$ cat src/rtl/pc_sequencer.sv
// Program counter and fetch sequencer (IDLE/RUN/HALT) with a saturating retired-instruction counter.
// Optional PC_WRAP_HALT_EN: halt with a sticky wrap_err instead of wrapping on a sequential increment past the top address.
module pc_sequencer #(
    parameter int ADDR_WIDTH = 6,
    parameter int OFFS_WIDTH = 6,
    parameter int CNT_WIDTH  = 16
) (
    input  logic                  clk,
    input  logic                  rst,
    input  logic                  run,
    input  logic                  stall,
    input  logic                  halt_req,
    input  logic                  branch_taken,
    input  logic [OFFS_WIDTH-1:0] branch_offset,
    input  logic                  jump_en,
    input  logic [ADDR_WIDTH-1:0] jump_addr,
    output logic [ADDR_WIDTH-1:0] pc,
    output logic                  running,
    output logic                  halted,
    output logic [CNT_WIDTH-1:0]  instr_count,
`ifdef PC_WRAP_HALT_EN
    output logic                  wrap_err,
`endif
    // Sequencer state for checkers: 0 = IDLE, 1 = RUN, 2 = HALT.
    output logic [1:0]            state_dbg
);

    typedef enum logic [1:0] {
        S_IDLE = 2'd0,
        S_RUN  = 2'd1,
        S_HALT = 2'd2
    } state_t;

    state_t                 state;
    logic [ADDR_WIDTH-1:0]  offs_ext;
    logic [ADDR_WIDTH-1:0]  branch_target;
    logic [CNT_WIDTH-1:0]   cnt_next;

    assign state_dbg = state;

    generate
        if (ADDR_WIDTH > OFFS_WIDTH) begin : g_sext
            assign offs_ext = {{(ADDR_WIDTH-OFFS_WIDTH){branch_offset[OFFS_WIDTH-1]}}, branch_offset};
        end else begin : g_trunc
            assign offs_ext = branch_offset[ADDR_WIDTH-1:0];
        end
    endgenerate

    // Offset is relative to the following instruction; the sum wraps modulo 2^ADDR_WIDTH.
    assign branch_target = pc + ADDR_WIDTH'(1) + offs_ext;
    assign cnt_next      = (instr_count == '1) ? instr_count : instr_count + CNT_WIDTH'(1);

    always_ff @(posedge clk or negedge rst) begin
        if (!rst) begin
            state       <= S_IDLE;
            pc          <= '0;
            running     <= 1'b0;
            halted      <= 1'b0;
            instr_count <= '0;
`ifdef PC_WRAP_HALT_EN
            wrap_err    <= 1'b0;
`endif
        end else begin
            case (state)
                S_IDLE: begin
                    if (run) begin
                        state   <= S_RUN;
                        running <= 1'b1;
                        pc      <= '0;
                    end
                end
                S_RUN: begin
                    if (halt_req) begin
                        state   <= S_HALT;
                        running <= 1'b0;
                        halted  <= 1'b1;
                    end else if (stall) begin
                        pc <= pc;
                    end else if (jump_en) begin
                        pc          <= jump_addr;
                        instr_count <= cnt_next;
                    end else if (branch_taken) begin
                        pc          <= branch_target;
                        instr_count <= cnt_next;
                    end else begin
`ifdef PC_WRAP_HALT_EN
                        if (pc == '1) begin
                            state    <= S_HALT;
                            running  <= 1'b0;
                            halted   <= 1'b1;
                            wrap_err <= 1'b1;
                        end else
`endif
                        begin
                            pc          <= pc + ADDR_WIDTH'(1);
                            instr_count <= cnt_next;
                        end
                    end
                end
                S_HALT: begin
                    // Restart from address 0 with a fresh count.
                    if (run) begin
                        state       <= S_RUN;
                        running     <= 1'b1;
                        halted      <= 1'b0;
                        pc          <= '0;
                        instr_count <= '0;
`ifdef PC_WRAP_HALT_EN
                        wrap_err    <= 1'b0;
`endif
                    end
                end
                default: begin
                    state   <= S_IDLE;
                    running <= 1'b0;
                    halted  <= 1'b0;
                end
            endcase
        end
    end

endmodule
$ cat config.mk
export PLATFORM = sky130hd
export DESIGN_NAME = pc_sequencer
export DESIGN_NICKNAME = d
export VERILOG_FILES = /design/src/rtl/pc_sequencer.sv
export SDC_FILE = /design/constraint.sdc
export NUM_CORES = 1
export LEC_CHECK = 0
export CAP_MARGIN = 20
export CELL_PAD_IN_SITES_DETAIL_PLACEMENT = 0
export CELL_PAD_IN_SITES_GLOBAL_PLACEMENT = 1
export CORE_MARGIN = 3
export CORE_UTILIZATION = 36
export DETAILED_ROUTE_END_ITERATION = 12
export GPL_ROUTABILITY_DRIVEN = 0
export HOLD_SLACK_MARGIN = 0.12
export PLACE_DENSITY_LB_ADDON = 0.25
export RECOVER_POWER = 50
export SETUP_SLACK_MARGIN = 0.2
export SYNTH_ARGS = -nofsm -noshare
export SYNTH_HDL_FRONTEND = slang
export SYNTH_SLANG_ARGS = --single-unit
export TNS_END_PERCENT = 50
$ cat constraint.sdc
create_clock -name clk -period 3 [get_ports clk]
set_input_delay 0.45 -clock clk [delete_from_list [all_inputs] [get_ports clk]]
set_output_delay 0.45 -clock clk [all_outputs]
set_load 0.05 [all_outputs]
# After elaboration in Yosys (flattened, before gate mapping)
# Cells that the tools add are included.
[totals]
register_bits = 26
inputBits = 19
output_inout_bits = 26
word_cells = 46
[classes]
addsub = 3
n_eq_ne = 9
muxes = 20
bitwise_logic = 1
reduce_logical = 8
[ops]
columns = ["op", "n"]
rows = [
  ["$mux W16", 4],
  ["$pmux W16 S2", 1],
  ["$mux W6", 5],
  ["$add A16 B1 Y16 const B", 1],
  ["$eq A16 B16 Y1 const B", 1],
  ["$pmux W6 S2", 1],
  ["$ne A2 B2 Y1 const B", 5],
  ["$add A6 B1 Y6 const B", 1],
  ["$add A6 B6 Y6", 1],
  ["$reduce_and A5 Y1", 1],
  ["$mux W1", 4],
  ["$mux W2", 2],
  ["$pmux W2 S2", 1],
  ["$reduce_and A4 Y1", 1],
  ["$reduce_bool A2 Y1", 2],
  ["$pmux W1 S3", 1],
  ["$reduce_and A3 Y1", 1],
  ["$eq A2 B1 Y1 const B", 1],
  ["$eq A2 B2 Y1 const B", 1],
  ["$logic_not A2 Y1", 1],
  ["$ne A2 B1 Y1 const B", 1],
  ["$pmux W1 S2", 1],
  ["$reduce_and A2 Y1", 1],
  ["$reduce_or A2 Y1", 1],
  ["$not A1 Y1", 1],
]

# Logic depth before layout (Yosys ltp)
[logic_depth]
depth_word = 7
ltp_mapped = 10
depth_no_buf = 10

# Worst setup path before layout
# Ideal clock, no wire load.
[synth_timing]
path_kind = "reg-to-reg"
startpoint = "reg pc[0]"
endpoint = "reg pc[5]"
setup_time_ps = 121
arrival_ps = 2653
path_slack_ps = 226
path_stages_with_launch = 10
n_path_buf = 0
period_less_slack_ps = 2774
cell_sequence = "dfrtp_1 > ha_1 > xor2_1 > ha_1 > o21a_2 > a2111oi_2 > nor4b_2 > xor2_1 > a21o_1 > a22o_1"
[synth_via]
elab_chain_len = 7
[synth_rtl]
columns = ["item", "line", "source"]
rows = [
  ["start: declaration", "17", "output logic [ADDR_WIDTH-1:0] pc,"],
  ["start signal: assignment", "78", "pc <= pc;"],
  ["start signal: assignment", "80", "pc <= jump_addr;"],
  ["start signal: assignment", "83", "pc <= branch_target;"],
  ["$add A6 B1 Y6 (*)", "50, 95", ""],
  ["$add A6 B6 Y6", "50", "assign branch_target = pc + ADDR_WIDTH'(1) + offs_ext;"],
  ["$mux W6 (*)", "82", "end else if (branch_taken) begin"],
  ["$mux W6 (*)", "79", "end else if (jump_en) begin"],
  ["$mux W6 (*)", "77", "end else if (stall) begin"],
  ["$mux W6 (*)", "73", "if (halt_req) begin"],
  ["$pmux W6 S2 (*)", "64", "case (state)"],
]
# Every way passes the cells marked *; elsewhere a longest branch is shown, timed or not. The select of a mux whose other input is x is not followed.
# A chain may end at the register's enable or synchronous reset.

# Worst setup path after layout
[layout_timing]
startpoint = "in halt_req"
endpoint = "reg instr_count[5]"
[layout_via]
elab_chain_len = 2
[layout_rtl]
columns = ["item", "line", "source"]
rows = [
  ["start: declaration", "12", "input logic halt_req,"],
  ["$ne A2 B2 Y1 (no line)", "--", ""],
  ["$reduce_and A5 Y1 (no line)", "--", ""],
  ["end signal: assignment", "81", "instr_count <= cnt_next;"],
  ["end signal: assignment", "84", "instr_count <= cnt_next;"],
  ["end signal: assignment", "96", "instr_count <= cnt_next;"],
  ["end: declaration", "20", "output logic [CNT_WIDTH-1:0] instr_count,"],
]
# No other way between the ends.

==> out/results.tsv <==
stage	metric	value	unit
outcome	outcome	finished, final reports clean	
worst_setup_path	Critical Path Start	halt_req	
synth	Syn Nets	210	
sta	Worst slew margin	7.07	%
finish	Final #Nets	258	
sta	final worst slack	0.333	ns
pwr	Pwr Total	0.00123	W
routing	initial DRC count	65	
synth	largest cells by area after synthesis	dfrtp_1 (38%), nor2_1 (5.3%), ha_1 (5.2%), xnor2_1 (5.2%), nand2_1 (4.4%)	
worst_setup_path	critical path data required time	3.16	ns
synth	syn avg cell area	9.25	sq um
synth	Synth top area share	38.4	%
clocking	worst skew pair latency	0.27	ns
routing	Via Count	1482	
grt	grt ovf	0	
synth	cell count after synthesis	183	
synth	Post-synth ARST share	100	%
synth	mapped cell area	1690	sq um
worst_setup_path	Worst path slowest cell	nor4b_1	
worst_setup_path	Setup Crit Path Kind	in -> reg	
synth	synth cell count leaders	dfrtp_1 (26), nor2_1 (24), nand2_1 (20), o21ai_0 (12), xnor2_1 (10)	
synth	count leader, synth	dfrtp_1	
sta	Fmax achieved	375	MHz
grt	initial antenna violation count	0	
clocking	H-tree depth	1	
routing	highest routed layer	met4	
run	max-cap violations	0	
floorplanning	full die area	5560	sq um
routing	DRT Pass-1 Iters	4	
grt	first-pass GRT wire length	6.51	mm
finish	Final Cell Area	2220	sq um
synth	Post-synth EDFFs	0	
worst_setup_path	crit path DAT	2.83	ns
clocking	Clock Path Buffers	2	
synth	Yosys warning total	0	
grt	All-Layer GR Usage	14.9	%
worst_setup_path	RR Startpoint	pc[0]	
place	placed instance area	2200	sq um
routing	routed len/inst	13.9	microns
floorplanning	io pins	45	
place	pre-CTS setup slack	0.295	ns
synth	ys flop type	dfrtp_1	
clocking	Post-CTS Setup Repair Bufs	0	
finish	Synth-to-Final Area Change	31.0	%
routing	antenna viol nets, final	0	
worst_setup_path	Worst Path Buf+Inv	1	
sta	min cycle time layout	2.67	ns
synth	sequential area share after synthesis	38.4	%
sta	Setup violations, final	0	
grt	vias in the first global route	1325	
synth	largest area contributor in the netlist	dfrtp_1	
worst_setup_path	crit-path leading delay family	simple AND/OR/NAND/NOR gates	
hold_path	Hold Startpoint	halted	
sta	final period utilization	88.9	%
sta	final setup TNS	0	ns
worst_setup_path	Max Fanout on Critical Path	6	
floorplanning	die height	74.6	microns
grt	largest net degree at the start of global routing	27	
routing	Met1 Wirelength	2.06	mm
pwr	worst vdd ir	0.406	mV
finish	number of diodes	0	
routing	Via density	5.27	
pwr	P_leak	0.958	nW
worst_setup_path	critical path, cell by cell	dlygate4sd3_1 -> nor4b_1 -> or2_4 -> o31a_1 -> o21ai_0 -> a32o_1	
routing	met2 WL	1.69	mm
sta	Fin Clk Skew	0.0107	ns
synth	Yosys reg bits	26	
clocking	CTS resizes	0	
floorplanning	die width	74.6	microns
clocking	clock sinks	26	
sta	Final Hold Viols	0	
hold_path	Hold Path Class	reg -> reg	
place	hpwl dp	3.03	mm
place	port buffer count	44	
floorplanning	initial core utilization	38.1	%
floorplanning	Core ar.	4440	sq um
worst_setup_path	Max stage delay on crit path	0.91	ns
worst_setup_path	startpoint types	primary input	
clocking	CTS buffer count	3	
clocking	CTS root buf	clkbuf_8	
finish	Fillers	442	
routing	Total Wirelength	3.91	mm
finish	layout cells sized above 1	5.68	%
routing	met3 WL post-DR	147	microns
floorplanning	Rows	24	
synth	Yosys cell types	47	
sta	RSZ-0062 raised after global routing	no	
routing	DRC	0	
clocking	CTS tree	yes	
clocking	Clock Pin Slew Worst Setup and Hold Paths	0.09	ns
sta	Worst-Margin Slew	1.39	ns
clocking	hold_buf cts	0	
worst_setup_path	Worst Setup End Kind	register	
sta	Final Max Slew Viols	0	
pwr	PwrDens	552	nW/um^2
-- registers in the layout, indices dropped and copies added (netlist names) --
name / cells
running: 1
halted: 1
instr_count: 16
state_dbg: 2
pc: 6
-- metrics by stage --
step | util, % | hold WS [ns] | instances
2_1_floorplan | - | 0.154 | 183
3_3_place_gp | 49.4 | 0.501 | 278
4_1_cts | 50.3 | 0.524 | 281
6_report | 49.9 | 0.523 | 281
3_5_place_dp | 49.4 | 0.508 | 278
5_1_grt | 49.9 | 0.560 | 281
-- path summary, 6_finish.rpt --
check                                  to  slack [ns]  cells after the start
setup / recovery           instr_count[5]        0.33                      6
hold / removal                     halted        0.52                      2
setup reg to reg                    pc[5]        0.41                      9
hold reg to reg                    halted        0.52                      2
max in group asynchronous  instr_count[8]        1.15                      2
min in group asynchronous           pc[3]        1.02                      2
-- layer usage --
layer  vias up  GRT usage, %
met5         -             0
li1        750             -
met4         0          1.78
met2        32          22.9
met3         2          3.38
met1       698          22.1
-- cell families (layout without fill, tap and decap cells) --
group	after synthesis	count (layout)	synth area share [%]
DFF	26	26	38.4
xor gates and xnor gates	18	18	9.31
muxes	2	2	1.26
adders and majority gates	8	8	6.36
buffers and inverters	11	57	3.03
AOI/OAI and AO/OA	42	42	18.0
and+or+nand+nor	76	76	23.6
-- worst reg2reg max path, stage by stage (launching register included) --
cell and delay, ns:
dfrtp_1 0.43, ha_1 0.25, xor2_1 0.20, ha_1 0.31
o21a_2 0.26, a2111oi_2 0.40, nor4b_2 0.10, xor2_1 0.18
a21o_1 0.16, a22o_1 0.22
-- placed cells by master (no fill, tap or decap), types with 2 or more instances in the layout --
master | Yosys | routed
a211oi_1 | 3 | 3
a21o_1 | 3 | 3
and4_1 | 2 | 2
buf_4 | 0 | 2
o31a_1 | 2 | 2
a21oi_1 | 8 | 8
nor2_1 | 24 | 24
clkbuf_8 | 0 | 3
a22o_1 | 2 | 2
nand3_1 | 9 | 9
xnor2_1 | 10 | 10
clkdlybuf4s50_1 | 0 | 38
ha_1 | 7 | 7
xor2_1 | 8 | 8
o21ai_0 | 12 | 12
nor3_1 | 3 | 3
and3_1 | 5 | 5
inv_1 | 7 | 7
o211ai_1 | 2 | 2
dfrtp_1 | 26 | 26
dlygate4sd3_1 | 0 | 6
nand2_1 | 20 | 20
-- area by class of cell --
cell class | instances | area (sq um) | share of cell area, %
clock buffer | 3 | 41.3 | 1.86
tap | 52 | 65.1 | 2.93
sequential | 26 | 651 | 29.3
timing repair buffer | 47 | 459 | 20.7
inverter | 7 | 26.3 | 1.18
multi-input combinational | 146 | 976 | 44.0
-- report_power, final --
| part | switching [W] | total, W | internal, W |
|---|---|---|---|
| sequential | 0.0000617 | 0.000461 | 0.000400 |
| combinational | 0.000349 | 0.000572 | 0.000223 |
| clock | 0.000102 | 0.000192 | 0.0000898 |
| total | 0.000513 | 0.00123 | 0.000712 |
(Power assumes the default switching activity.)
